File: src/rtl/mem_arb_pkg.sv
// Shared types for the cpu2 main-memory fill arbiter.
// Latency: n/a (types and constants only).
// Backpressure: n/a.
package mem_arb_pkg;

  typedef enum logic [1:0] {
    IDLE    = 2'd0,
    I_FILL  = 2'd1,
    D_FILL  = 2'd2,
    D_WRITE = 2'd3
  } arb_state_e;

  typedef enum logic {
    OWN_I = 1'b0,
    OWN_D = 1'b1
  } owner_e;

  // Default block geometry; the word-index width follows from it.
  localparam int BLK_WORDS_DFLT = 8;
  localparam int IDX_W          = $clog2(BLK_WORDS_DFLT);

endpackage

File: src/rtl/mem_rd_tracker.sv
// Tracks outstanding memory reads so the returning word can be flagged.
// Latency: ret_valid rises exactly MEM_LAT cycles after issue.
// Backpressure: none; one issue per cycle always accepted.
module mem_rd_tracker #(
  parameter int MEM_LAT = 4
) (
  input  logic clk,
  input  logic rst,
  input  logic issue,
  output logic ret_valid
);

  logic [MEM_LAT-1:0] vld_q;
  logic [MEM_LAT-1:0] vld_d;

  // Shift a marker in for every read issued this cycle.
  always_comb begin
    vld_d = (vld_q << 1) | MEM_LAT'(issue);
  end

  // Pipeline register; clearing it drops any reads still in flight.
  always_ff @(posedge clk) begin
    if (rst) begin
      vld_q <= '0;
    end else begin
      vld_q <= vld_d;
    end
  end

  assign ret_valid = vld_q[MEM_LAT-1];

endmodule

File: src/rtl/mem_fill_arbiter.sv
// Arbitrates the single-ported main memory between I-fill and D-fill/write.
// Latency: grant 1 cycle after request in IDLE; fill words MEM_LAT after each issue.
// Backpressure: requesters hold req until done; no preemption once granted.
module mem_fill_arbiter
  import mem_arb_pkg::*;
#(
  parameter int ADDR_W     = 16,
  parameter int DATA_W     = 16,
  parameter int BLK_WORDS  = BLK_WORDS_DFLT,
  parameter int MEM_LAT    = 4,
  parameter int STARVE_MAX = 2
) (
  input  logic                         clk,
  input  logic                         rst,
  input  logic                         i_req,
  input  logic [ADDR_W-1:0]            i_addr,
  output logic                         i_data_valid,
  output logic [DATA_W-1:0]            i_data,
  output logic [$clog2(BLK_WORDS)-1:0] i_word_idx,
  output logic                         i_done,
  input  logic                         d_req,
  input  logic                         d_we,
  input  logic [ADDR_W-1:0]            d_addr,
  input  logic [DATA_W-1:0]            d_wdata,
  output logic                         d_data_valid,
  output logic [DATA_W-1:0]            d_data,
  output logic [$clog2(BLK_WORDS)-1:0] d_word_idx,
  output logic                         d_done,
  output logic                         mem_en,
  output logic                         mem_wr,
  output logic [ADDR_W-1:0]            mem_addr,
  output logic [DATA_W-1:0]            mem_wdata,
  input  logic [DATA_W-1:0]            mem_rdata
);

  localparam int                IW         = $clog2(BLK_WORDS);
  localparam int                SW         = $clog2(STARVE_MAX + 1);
  localparam logic [ADDR_W-1:0] BLK_MASK   = ~ADDR_W'(BLK_WORDS - 1);
  localparam logic [IW-1:0]     LAST_IDX   = IW'(BLK_WORDS - 1);
  localparam logic [SW-1:0]     STARVE_TOP = SW'(STARVE_MAX);

  arb_state_e        state_q,  state_d;
  owner_e            owner_q,  owner_d;
  logic [ADDR_W-1:0] addr_q,   addr_d;
  logic [DATA_W-1:0] wdata_q,  wdata_d;
  logic [IW:0]       iss_q,    iss_d;     // top bit set once all words issued
  logic [IW-1:0]     ret_q,    ret_d;
  logic [SW-1:0]     starve_q, starve_d;

  logic in_fill;
  logic issue;
  logic ret_valid;
  logic ret_last;
  logic i_wins;

  assign in_fill  = (state_q == I_FILL) || (state_q == D_FILL);
  assign issue    = in_fill && !iss_q[IW];
  assign ret_last = ret_valid && (ret_q == LAST_IDX);
  // D has priority unless I has already been passed over STARVE_MAX times.
  assign i_wins   = i_req && (!d_req || (starve_q == STARVE_TOP));

  mem_rd_tracker #(
    .MEM_LAT (MEM_LAT)
  ) u_rd_tracker (
    .clk       (clk),
    .rst       (rst),
    .issue     (issue),
    .ret_valid (ret_valid)
  );

  // State register and datapath flops.
  always_ff @(posedge clk) begin
    if (rst) begin
      state_q  <= IDLE;
      owner_q  <= OWN_I;
      addr_q   <= '0;
      wdata_q  <= '0;
      iss_q    <= '0;
      ret_q    <= '0;
      starve_q <= '0;
    end else begin
      state_q  <= state_d;
      owner_q  <= owner_d;
      addr_q   <= addr_d;
      wdata_q  <= wdata_d;
      iss_q    <= iss_d;
      ret_q    <= ret_d;
      starve_q <= starve_d;
    end
  end

  // Next-state: grant in IDLE, count issues/returns while filling.
  always_comb begin
    state_d  = state_q;
    owner_d  = owner_q;
    addr_d   = addr_q;
    wdata_d  = wdata_q;
    iss_d    = iss_q;
    ret_d    = ret_q;
    starve_d = starve_q;
    case (state_q)
      IDLE: begin
        iss_d = '0;
        ret_d = '0;
        if (i_wins) begin
          state_d  = I_FILL;
          owner_d  = OWN_I;
          addr_d   = i_addr & BLK_MASK;
          starve_d = '0;
        end else if (d_req) begin
          owner_d  = OWN_D;
          wdata_d  = d_wdata;
          state_d  = d_we ? D_WRITE : D_FILL;
          addr_d   = d_we ? d_addr : (d_addr & BLK_MASK);
          if (!i_req) begin
            starve_d = '0;
          end else if (starve_q != STARVE_TOP) begin
            starve_d = starve_q + SW'(1);
          end
        end
      end
      I_FILL, D_FILL: begin
        if (issue) begin
          iss_d = iss_q + (IW+1)'(1);
        end
        if (ret_valid) begin
          ret_d = ret_q + IW'(1);
        end
        if (ret_last) begin
          state_d = IDLE;
        end
      end
      D_WRITE: begin
        state_d = IDLE;
      end
      default: begin
        state_d = IDLE;
      end
    endcase
  end

  // Outputs: memory command plus return routing to the current owner.
  always_comb begin
    mem_en       = 1'b0;
    mem_wr       = 1'b0;
    mem_addr     = '0;
    mem_wdata    = '0;
    i_data_valid = 1'b0;
    i_data       = '0;
    i_word_idx   = '0;
    i_done       = 1'b0;
    d_data_valid = 1'b0;
    d_data       = '0;
    d_word_idx   = '0;
    d_done       = 1'b0;
    if (!rst) begin
      if (issue) begin
        mem_en   = 1'b1;
        mem_addr = addr_q + ADDR_W'(iss_q[IW-1:0]);
      end
      if (state_q == D_WRITE) begin
        mem_en    = 1'b1;
        mem_wr    = 1'b1;
        mem_addr  = addr_q;
        mem_wdata = wdata_q;
        d_done    = 1'b1;
      end
      if (in_fill && ret_valid) begin
        if (owner_q == OWN_I) begin
          i_data_valid = 1'b1;
          i_data       = mem_rdata;
          i_word_idx   = ret_q;
          i_done       = ret_last;
        end else begin
          d_data_valid = 1'b1;
          d_data       = mem_rdata;
          d_word_idx   = ret_q;
          d_done       = ret_last;
        end
      end
    end
  end

endmodule

File: config.mk
export PLATFORM = sky130hd
export DESIGN_NAME = mem_fill_arbiter
export DESIGN_NICKNAME = d
export VERILOG_FILES = /design/src/rtl/mem_arb_pkg.sv /design/src/rtl/mem_rd_tracker.sv /design/src/rtl/mem_fill_arbiter.sv
export SDC_FILE = /design/constraint.sdc
export NUM_CORES = 1
export LEC_CHECK = 0
export ABC_CLOCK_PERIOD_IN_PS = 2500
export CAP_MARGIN = 10
export CORE_MARGIN = 4
export CORE_UTILIZATION = 40
export CTS_CLUSTER_DIAMETER = 30
export DETAILED_ROUTE_END_ITERATION = 10
export PLACE_DENSITY = 0.78
export SETUP_SLACK_MARGIN = 0.3
export SYNTH_ARGS = -nofsm -noshare
export SYNTH_HDL_FRONTEND = slang
export SYNTH_SLANG_ARGS = --single-unit
File: constraint.sdc
create_clock -name clk -period 2.5 [get_ports clk]
set_input_delay 0.5 -clock clk [delete_from_list [all_inputs] [get_ports clk]]
set_output_delay 0.5 -clock clk [all_outputs]
set_load 0.005 [all_outputs]
### Word level (Yosys, flattened, before mapping)

Cells that the tools add are included.

* bits in registers: 48
* output and inout port bits: 76

* $add $sub $neg: 4
* equal/unequal tests: 11
* muxes and demuxes: 52
* bitwise operators: 2
* reductions and logical operators: 18

Operators by type and width (number)
* $mux W16: 13
* $mux W3: 8
* $mux W1: 20
* $add A16 B3 Y16: 1
* $mux W2: 7
* $pmux W4 S2: 1
* $reduce_and A2 Y1: 4
* $eq A2 B2 Y1 const B: 3
* $pmux W2 S3: 1
* $pmux W3 S2: 1
* $reduce_and A3 Y1: 2
* $add A4 B1 Y4 const B: 1
* $logic_and A1 B1 Y1: 4
* $mux W4: 1
* $ne A2 B1 Y1 const B: 2
* $ne A2 B2 Y1 const B: 2
* $or A4 B1 Y4: 1
* $reduce_bool A2 Y1: 2
* $add A3 B1 Y3 const B: 1
* $eq A3 B3 Y1 const B: 1
* $ne A3 B1 Y1 const B: 1
* $ne A3 B3 Y1 const B: 1
* $add A2 B1 Y2 const B: 1
* $eq A2 B1 Y1 const B: 1
* other kinds (5): 7

### Logic depth before layout (Yosys ltp)

Gate-level depths: netlist of the first run.

* depth in word-level cells: 6
* mapped depth: 8
* mapped depth without buffers: 7

### By module

From an unflattened synthesis of the first run, not the netlist that was laid out.

* cell total of the unflattened synthesis: 361
* area, all modules: 2796.4 µm²

Modules (own cells, without submodules)
* mem_fill_arbiter: instances 1, cells an instance 353, area each 2691.3 µm², seq. area each 880.8 µm²
* mem_rd_tracker: instances 1, cells an instance 8, area each 105.1 µm², seq. area each 80.1 µm²

### Worst setup path before layout of the first run

Ideal clock, no wire load.

* kind: reg2out
* start point: reg iss_q[2]
* end point: out mem_addr[13]
* data arrival time: 1794 ps
* setup slack: 206 ps
* stages on the path, launching flop included: 7
* path through: dfxtp_1 ha_1 o21bai_1 or2_2 clkbuf_1 or4_1 a21oi_1

* word-level cells in the longest chain between the ends: 4

RTL lines
* start, declared: line mem_fill_arbiter.sv:46 `logic [IW:0] iss_q, iss_d;`
* start signal, assigned: line mem_fill_arbiter.sv:86 `iss_q <= iss_d;`
* $add A16 B3 Y16: line mem_fill_arbiter.sv:159 `mem_addr = addr_q + ADDR_W'(iss_q[IW-1:0]);`
* $mux W16: line mem_fill_arbiter.sv:157 `if (issue) begin`
* $mux W16: line mem_fill_arbiter.sv:161 `if (state_q == D_WRITE) begin`
* $mux W16: line mem_fill_arbiter.sv:156 `if (!rst) begin`
* end, declared: line mem_fill_arbiter.sv:31 `output logic [ADDR_W-1:0] mem_addr,`

Every way passes these cells.

### Final worst setup path of the first run

* start point: reg state_q[0]
* end point: out d_data[10]

* word-level cells in the longest chain between the ends: 5
* elaborated cells between the ends (all ways): 6
* classes of those cells: eq/ne: 2; mux: 2; reduce/logical: 2

RTL lines
* start, declared: line mem_fill_arbiter.sv:42 `arb_state_e state_q, state_d;`
* start signal, assigned: line mem_fill_arbiter.sv:82 `state_q <= state_d;`
* $eq A2 B1 Y1 / $eq A2 B2 Y1 (equally long branches): line mem_fill_arbiter.sv:56 `assign in_fill = (state_q == I_FILL) || (state_q == D_FILL);`
* $logic_or A1 B1 Y1 (*): line mem_fill_arbiter.sv:56
* $logic_and A1 B1 Y1 (*): line mem_fill_arbiter.sv:168 `if (in_fill && ret_valid) begin`
* $mux W16 (*): line mem_fill_arbiter.sv:168
* $mux W16 (*): line mem_fill_arbiter.sv:156
* end, declared: line mem_fill_arbiter.sv:26 `output logic [DATA_W-1:0] d_data,`

Every way passes the cells marked *; elsewhere a longest branch is shown, timed or not.

==> results of run 1 <==
[power by group through the flow]
| stage | Combinational (mW) | Sequential, mW | Clock, mW |
|---|---|---|---|
| after detailed placement | 1.44 | 1.06 | 0 |
| after global placement | 1.40 | 1.05 | 0 |
| after CTS | 1.76 | 1.09 | 0.585 |
| after global routing | 2.53 | 1.16 | 0.634 |
| final | 2.43 | 1.15 | 0.611 |
| after floorplan | 0.789 | 1.07 | 0 |
[sequential cells by signal (all words and copies together) (netlist names)]
register,flops
addr_q,16
wdata_q,16
iss_q,4
u_rd_tracker.vld_q,4
ret_q,3
starve_q,2
state_q,2
owner_q,1
[stage by stage]
step                      hold WS, ps  setup slack (ps)
after global routing              479              -262
after floorplan                   414               326
after CTS                         451              -110
final                             466              -231
after detailed placement          429              -158
after global placement            426              -156
[synthesized netlist by cell type (2+ instances only)]
master	instances
o21ai_0	5
a21oi_1	33
and2_1	54
a22oi_1	3
nand4_1	2
nor3_1	4
nand3_1	8
nor3b_1	2
nor2b_1	6
nor2_1	37
xnor2_1	7
nor4b_1	2
nor4_1	2
nand2b_1	4
o31ai_1	3
a211oi_1	14
clkbuf_1	21
nand2_1	45
ha_1	10
inv_1	9
dfxtp_1	48
mux2i_1	17
or4_1	3
a32oi_1	5
or3_1	2
[kinds of logic (layout without fill, tap and decap cells)]
logic type,Yosys count,after routing,synth area share
AND/OR/NAND/NOR,178,178,0.328
AO/OA/AOI/OAI,68,68,0.149
flip-flops,48,48,0.342
buffers and inverters,32,270,0.0432
multiplexers,17,17,0.0606
adder cells (fa/ha/maj),11,11,0.0517
XOR/XNOR,8,8,0.0250
[worst paths after layout]
| check | endpoint | slack [ps] | cells past startpoint |
|---|---|---|---|
| worst max-delay path | d_data[10] | -230 | 11 |
| worst min-delay path | wdata_q[5] | 470 | 2 |
| worst min register to register | wdata_q[5] | 470 | 2 |
| worst max register to register | addr_q[11] | 280 | 10 |
[worst register-to-register path: stages (launching register included)]
cell	delay (ps)
dfxtp_4	370
buf_6	130
inv_4	70
buf_4	100
buf_4	90
ha_2	300
inv_1	100
nor2_1	110
buf_4	290
nor2_1	120
a211oi_1	400
[final cells by class]
cell class / instances / area [um^2] / share of cell area
flip-flops and latches: 48 / 992 / 0.166
clock buffers: 5 / 68.8 / 0.0115
repair buffers: 253 / 2460 / 0.413
inverters: 9 / 42.5 / 0.00714
multi-input cells: 282 / 2230 / 0.374
well taps: 96 / 120 / 0.0201
clock inverters: 3 / 46.3 / 0.00776
[timing repair]
item                       in CTS  in global routing
pin swaps                      70                 38
gates resized for setup       446                125
hold buffers                    0                  0
cloned                          8                  0
buffers inserted               47                 16
setup endpoints to repair      76                 75
[layer usage]
metal	global-route usage	vias up	wire length, um
li1	-	1706	-
met1	0.343	1981	5800
met4	0.165	0	934
met2	0.532	336	7840
met3	0.0763	88	1510
met5	0	-	0
==> reports/qor.txt, run 1 <==
Status - finished with violations
Failing checks - negative setup slack
CTS tree - built
Share of layout cells above drive strength 1 - 0.537
Port Buf Inserts - 141
Crit path from - state_q[0]
Syn Area/Cell - 7.75 um^2
Worst slew margin - 0.384
Post-synthesis register bit count - 48
P per Cell Area - 702 mW/mm^2
Setup_tns - -5320 ps
Via Count - 4111
Placed Instance Area - 0.00458 mm^2
Post-DRT Antenna Nets - 0
HPWL Detailed - 6.76 mm
Crit path buf inv count - 7
Post-synth top area share - 0.342
Final Instance Area - 0.00596 mm^2
Final wirelength - 16.1 mm
Fillers - 304
Hold WC Path Type - flip-flop to flip-flop
Most frequent cells in the layout - buf_6 (114), clkdlybuf4s50_1 (64), and2_4 (49), buf_4 (47), nand2_1 (43)
Top cell type by total area after synthesis - dfxtp_1
CP Max Fanout - 4
WL/cell - 23.1 um
Post-route setup slack - -231 ps
Hold Crit Start - wdata_q[5]
Post-route DRC - 0
CTS Buf Count - 5
# rows - 30
Startpoint Class - flip-flop
Post-synth ARST share - 0
RR Startpoint - state_q[0]
CP delay by family, top - buffers and inverters
Max Cap Viol - 0
RSZ-0062 raised after global routing - yes
Slowest cell on the critical path - dfxtp_4
Largest net degree at the start of global routing - 27
Final Critical Period - 2730 ps
Largest stage delay, worst path - 380 ps
Gr usage total - 0.306
Switching Power - 1.74 mW
Final nets - 679
Combinational power share - 0.580
Cells after DPL - 617
Setup Skew - 9.94 ps
Overflow after GRT - 0
Part of the cycle the worst path needs - 1.09
Core footprint - 0.00679 mm^2
Most frequent cell on the critical path - buf_6
Clk_lat worst skew - 320 ps
Final Wtd Congestion - 0.806
Pre-antenna DRT Iters - 5
Antenna violations before repair - 0
Most common cell after layout, fill and taps aside - buf_6
Maximum VDD drop - 0.472 mV
Ys Warns - 0
Crit path DAT - 2230 ps
Cell area after synthesis - 0.00281 mm^2
Max Slew Vio Count - 0
First-pass GRT wire length - 20.6 mm
Clk Tree Root Cell - clkbuf_8
CP Data Required Time - 2000 ps
Final Hold Viols - 0
Max H-tree Level - 2
Post-Synthesis Cells - 362
Crit path cell chain - buf_6 > inv_4 > ha_4 > nand2_4 > nor3b_4 > buf_4 > buf_6 > buf_6 > buf_6 > and2_4 > buf_6
Worst-margin pin slew - 914 ps
Switching share of power - 0.416
Final setup viols - 53
EDFF count, synth - 0
Crit path capture type - output port
Ports - 145
Synth-to-Final Area Change - 112%
Vias per inst - 5.91
Clk buf depth - 2
Die Wd - 91.8 um
CTS Sinks - 48
Diode count - 0
F_max - 366 MHz
Overall Power - 4.19 mW
Fin util - 0.878
Critical path class - flip-flop to output port
Post-Syn Nets - 442
Sequential Power Share - 0.274
Die area - 0.00842 mm^2
Vias in the first global route - 3899
Ys flop type - dfxtp_1
Leakage power - 2.64 nW
P_int - 2.44 mW
Fin cells - 696
Initial Util - 0.413
Sequential cell area fraction in the yosys report - 0.342
Clk pin slew, worst setup/hold paths - 100 ps
Synth area leaders - dfxtp_1 (34%), and2_1 (12%), mux2i_1 (6.1%)
Clock share of power - 0.146
Count of cell types in the netlist - 41
Iter 0 DRT Violations - 411
Die height - 91.8 um
(Power assumes the default switching activity.)
==> run 2, diff against run 1 <==
CAP_MARGIN = 25   (was 10)
==> results of run 2 <==
The final DEF is identical to that of run 1; final timing and power are the same.
==> run 3, diff against run 2 <==
==> constraint.sdc (replaced) <==
create_clock -name clk -period 2.5 [get_ports clk]
set_input_delay 0.625 -clock clk [delete_from_list [all_inputs] [get_ports clk]]
set_output_delay 0.625 -clock clk [all_outputs]
set_load 0.005 [all_outputs]
==> run 3 against run 2 <==
  * The run still ends with negative setup slack left
  * Clock skew is essentially flat
  * Critical path depth is the same
  * Maximum frequency shrank 4.0%
  * Sequential cell count is the same
  * Via count shrank 8.7%
  * Total power shrank 4.7%
  * Global-route usage shrank 4.9 points
  * Register-to-register slack gained 50 ps
  * Sequential share of layout area grew 0.11 points
  * First-iteration DRC count shrank 46%
  * Non-clock buffer count shrank 4
  * Critical endpoint is now d_word_idx[0]
  * Highest routed layer unchanged
==> reports/qor.txt, run 3 (synthesis results as in run 1) <==
Die Wd - 91.8 um
Overall Power - 3.99 mW
Final wirelength - 13.5 mm
Setup Skew - 10.1 ps
Combinational power share - 0.566
Failing checks - negative setup slack
Hold WC Path Type - flip-flop to flip-flop
Final Instance Area - 0.00589 mm^2
Die area - 0.00842 mm^2
Multi-input combinational cell area - 0.00223 mm^2
Diode count - 0
CTS tree - built
Placed Instance Area - 0.00467 mm^2
Post-route DRC - 0
Critical path class - flip-flop to output port
Clock share of power - 0.154
Leakage power - 2.59 nW
Hold-fix buffers, CTS - 0
Most frequent cells in the layout - buf_6 (112), clkdlybuf4s50_1 (64), and2_4 (47), buf_4 (46), nand2_1 (44)
# rows - 30
Status - finished with violations
Ports - 145
P_int - 2.42 mW
Final nets - 675
Fin cells - 692
First-pass GRT wire length - 17.5 mm
Cells after DPL - 621
Die height - 91.8 um
Maximum VDD drop - 0.485 mV
Clk Tree Root Cell - clkbuf_8
HPWL Detailed - 6.59 mm
Part of the cycle the worst path needs - 1.14
Pre-antenna DRT Iters - 5
RSZ-0062 raised after global routing - yes
Vias in the first global route - 3651
CP Max Fanout - 4
Final Hold Viols - 0
Post-DRT Antenna Nets - 0
Crit path DAT - 2220 ps
CTS Sinks - 48
Max H-tree Level - 2
Port Buf Inserts - 141
Most common cell after layout, fill and taps aside - buf_6
Core footprint - 0.00679 mm^2
Clk buf depth - 2
Initial Util - 0.413
WL/cell - 19.6 um
Fin util - 0.867
Clk pin slew, worst setup/hold paths - 100 ps
Final setup viols - 57
Synth-to-Final Area Change - 110%
Largest net degree at the start of global routing - 27
Gr usage total - 0.257
Crit path capture type - output port
Register Area - 987 um^2
Startpoint Class - flip-flop
Vias per inst - 5.42
CP Data Required Time - 1880 ps
Largest regs - addr_q: 16 flops, wdata_q: 16 flops
Worst-margin pin slew - 664 ps
Sequential Power Share - 0.280
Fillers - 340
P per Cell Area - 677 mW/mm^2
Antenna violations before repair - 0
Worst slew margin - 0.553
Via Count - 3754
Overflow after GRT - 0
Post-route setup slack - -344 ps
Final Wtd Congestion - 0.893
Max Slew Vio Count - 0
Iter 0 DRT Violations - 221
Worst hold slack - 453 ps
Switching share of power - 0.393
CTS Buf Count - 5
Final Critical Period - 2840 ps
Share of layout cells above drive strength 1 - 0.522
Switching Power - 1.57 mW
F_max - 352 MHz
Max Cap Viol - 0
Clk_lat worst skew - 320 ps
[run 3: cell types whose count changed in the layout (fill, tap and decap cells not counted), moves of 3 or more]
cell,previous run,this run
buf_2,21,26
dfxtp_1,31,35
dfxtp_2,13,9
clkbuf_2,3,0
nor2_1,32,29
[run 3: worst max-delay path: stages (launching register included)]
cell and delay [ps]:
dfxtp_4 380, inv_4 40, ha_4 280, nand2_4 70, buf_6 150, nor3b_4 290, buf_6 160, buf_6 100
buf_6 120, buf_6 90, and2_4 130, buf_6 80
[run 3: metal layers]
layer | vias to the layer above | track usage | share of wire
li1 | 1701 | - | -
met1 | 1771 | 0.282 | 0.35
met2 | 213 | 0.465 | 0.52
met3 | 69 | 0.0558 | 0.063
met4 | 0 | 0.127 | 0.067
met5 | - | 0 | 0
[run 3: area by class of cell]
| class | count | share of cell area |
|---|---|---|
| Timing Repair Buffer | 249 | 0.406 |
| Multi-Input combinational cell | 282 | 0.378 |
| Sequential cell | 48 | 0.168 |
| Tap cell | 96 | 0.0204 |
| Clock buffer | 6 | 0.0140 |
| Inverter | 9 | 0.00743 |
| Clock inverter | 2 | 0.00658 |
[run 3: power groups by stage]
| stage | clock network, mW | registers, mW | logic [mW] |
|---|---|---|---|
| floorplan | 0 | 1.09 | 0.801 |
| global placement | 0 | 1.07 | 1.44 |
| detailed placement | 0 | 1.08 | 1.47 |
| CTS | 0.612 | 1.09 | 1.87 |
| global route | 0.648 | 1.13 | 2.39 |
| finish | 0.616 | 1.12 | 2.26 |
[run 3: path summary, 6_finish.rpt]
kind / start / slack, ps / cells past startpoint / end
setup reg to reg: state_q[0] / 330 / 11 / iss_q[1]
hold / removal: u_rd_tracker.vld_q[1] / 450 / 1 / u_rd_tracker.vld_q[2]
hold reg to reg: u_rd_tracker.vld_q[1] / 450 / 1 / u_rd_tracker.vld_q[2]
setup / recovery: state_q[0] / -340 / 11 / d_word_idx[0]
[run 3: stage by stage]
step	setup WS [ps]	TNS [ps]
floorplan	278	0
global placement	-290	-3040
detailed placement	-282	-3990
CTS	-245	-5560
global route	-376	-12160
finish	-344	-9300
[run 3: what timing repair did]
action                                  CTS  global route
buffers inserted                         44            11
pin swaps                                69            38
endpoints found under the setup margin   76            76
cloned                                    8             0
resized for setup                       431           115
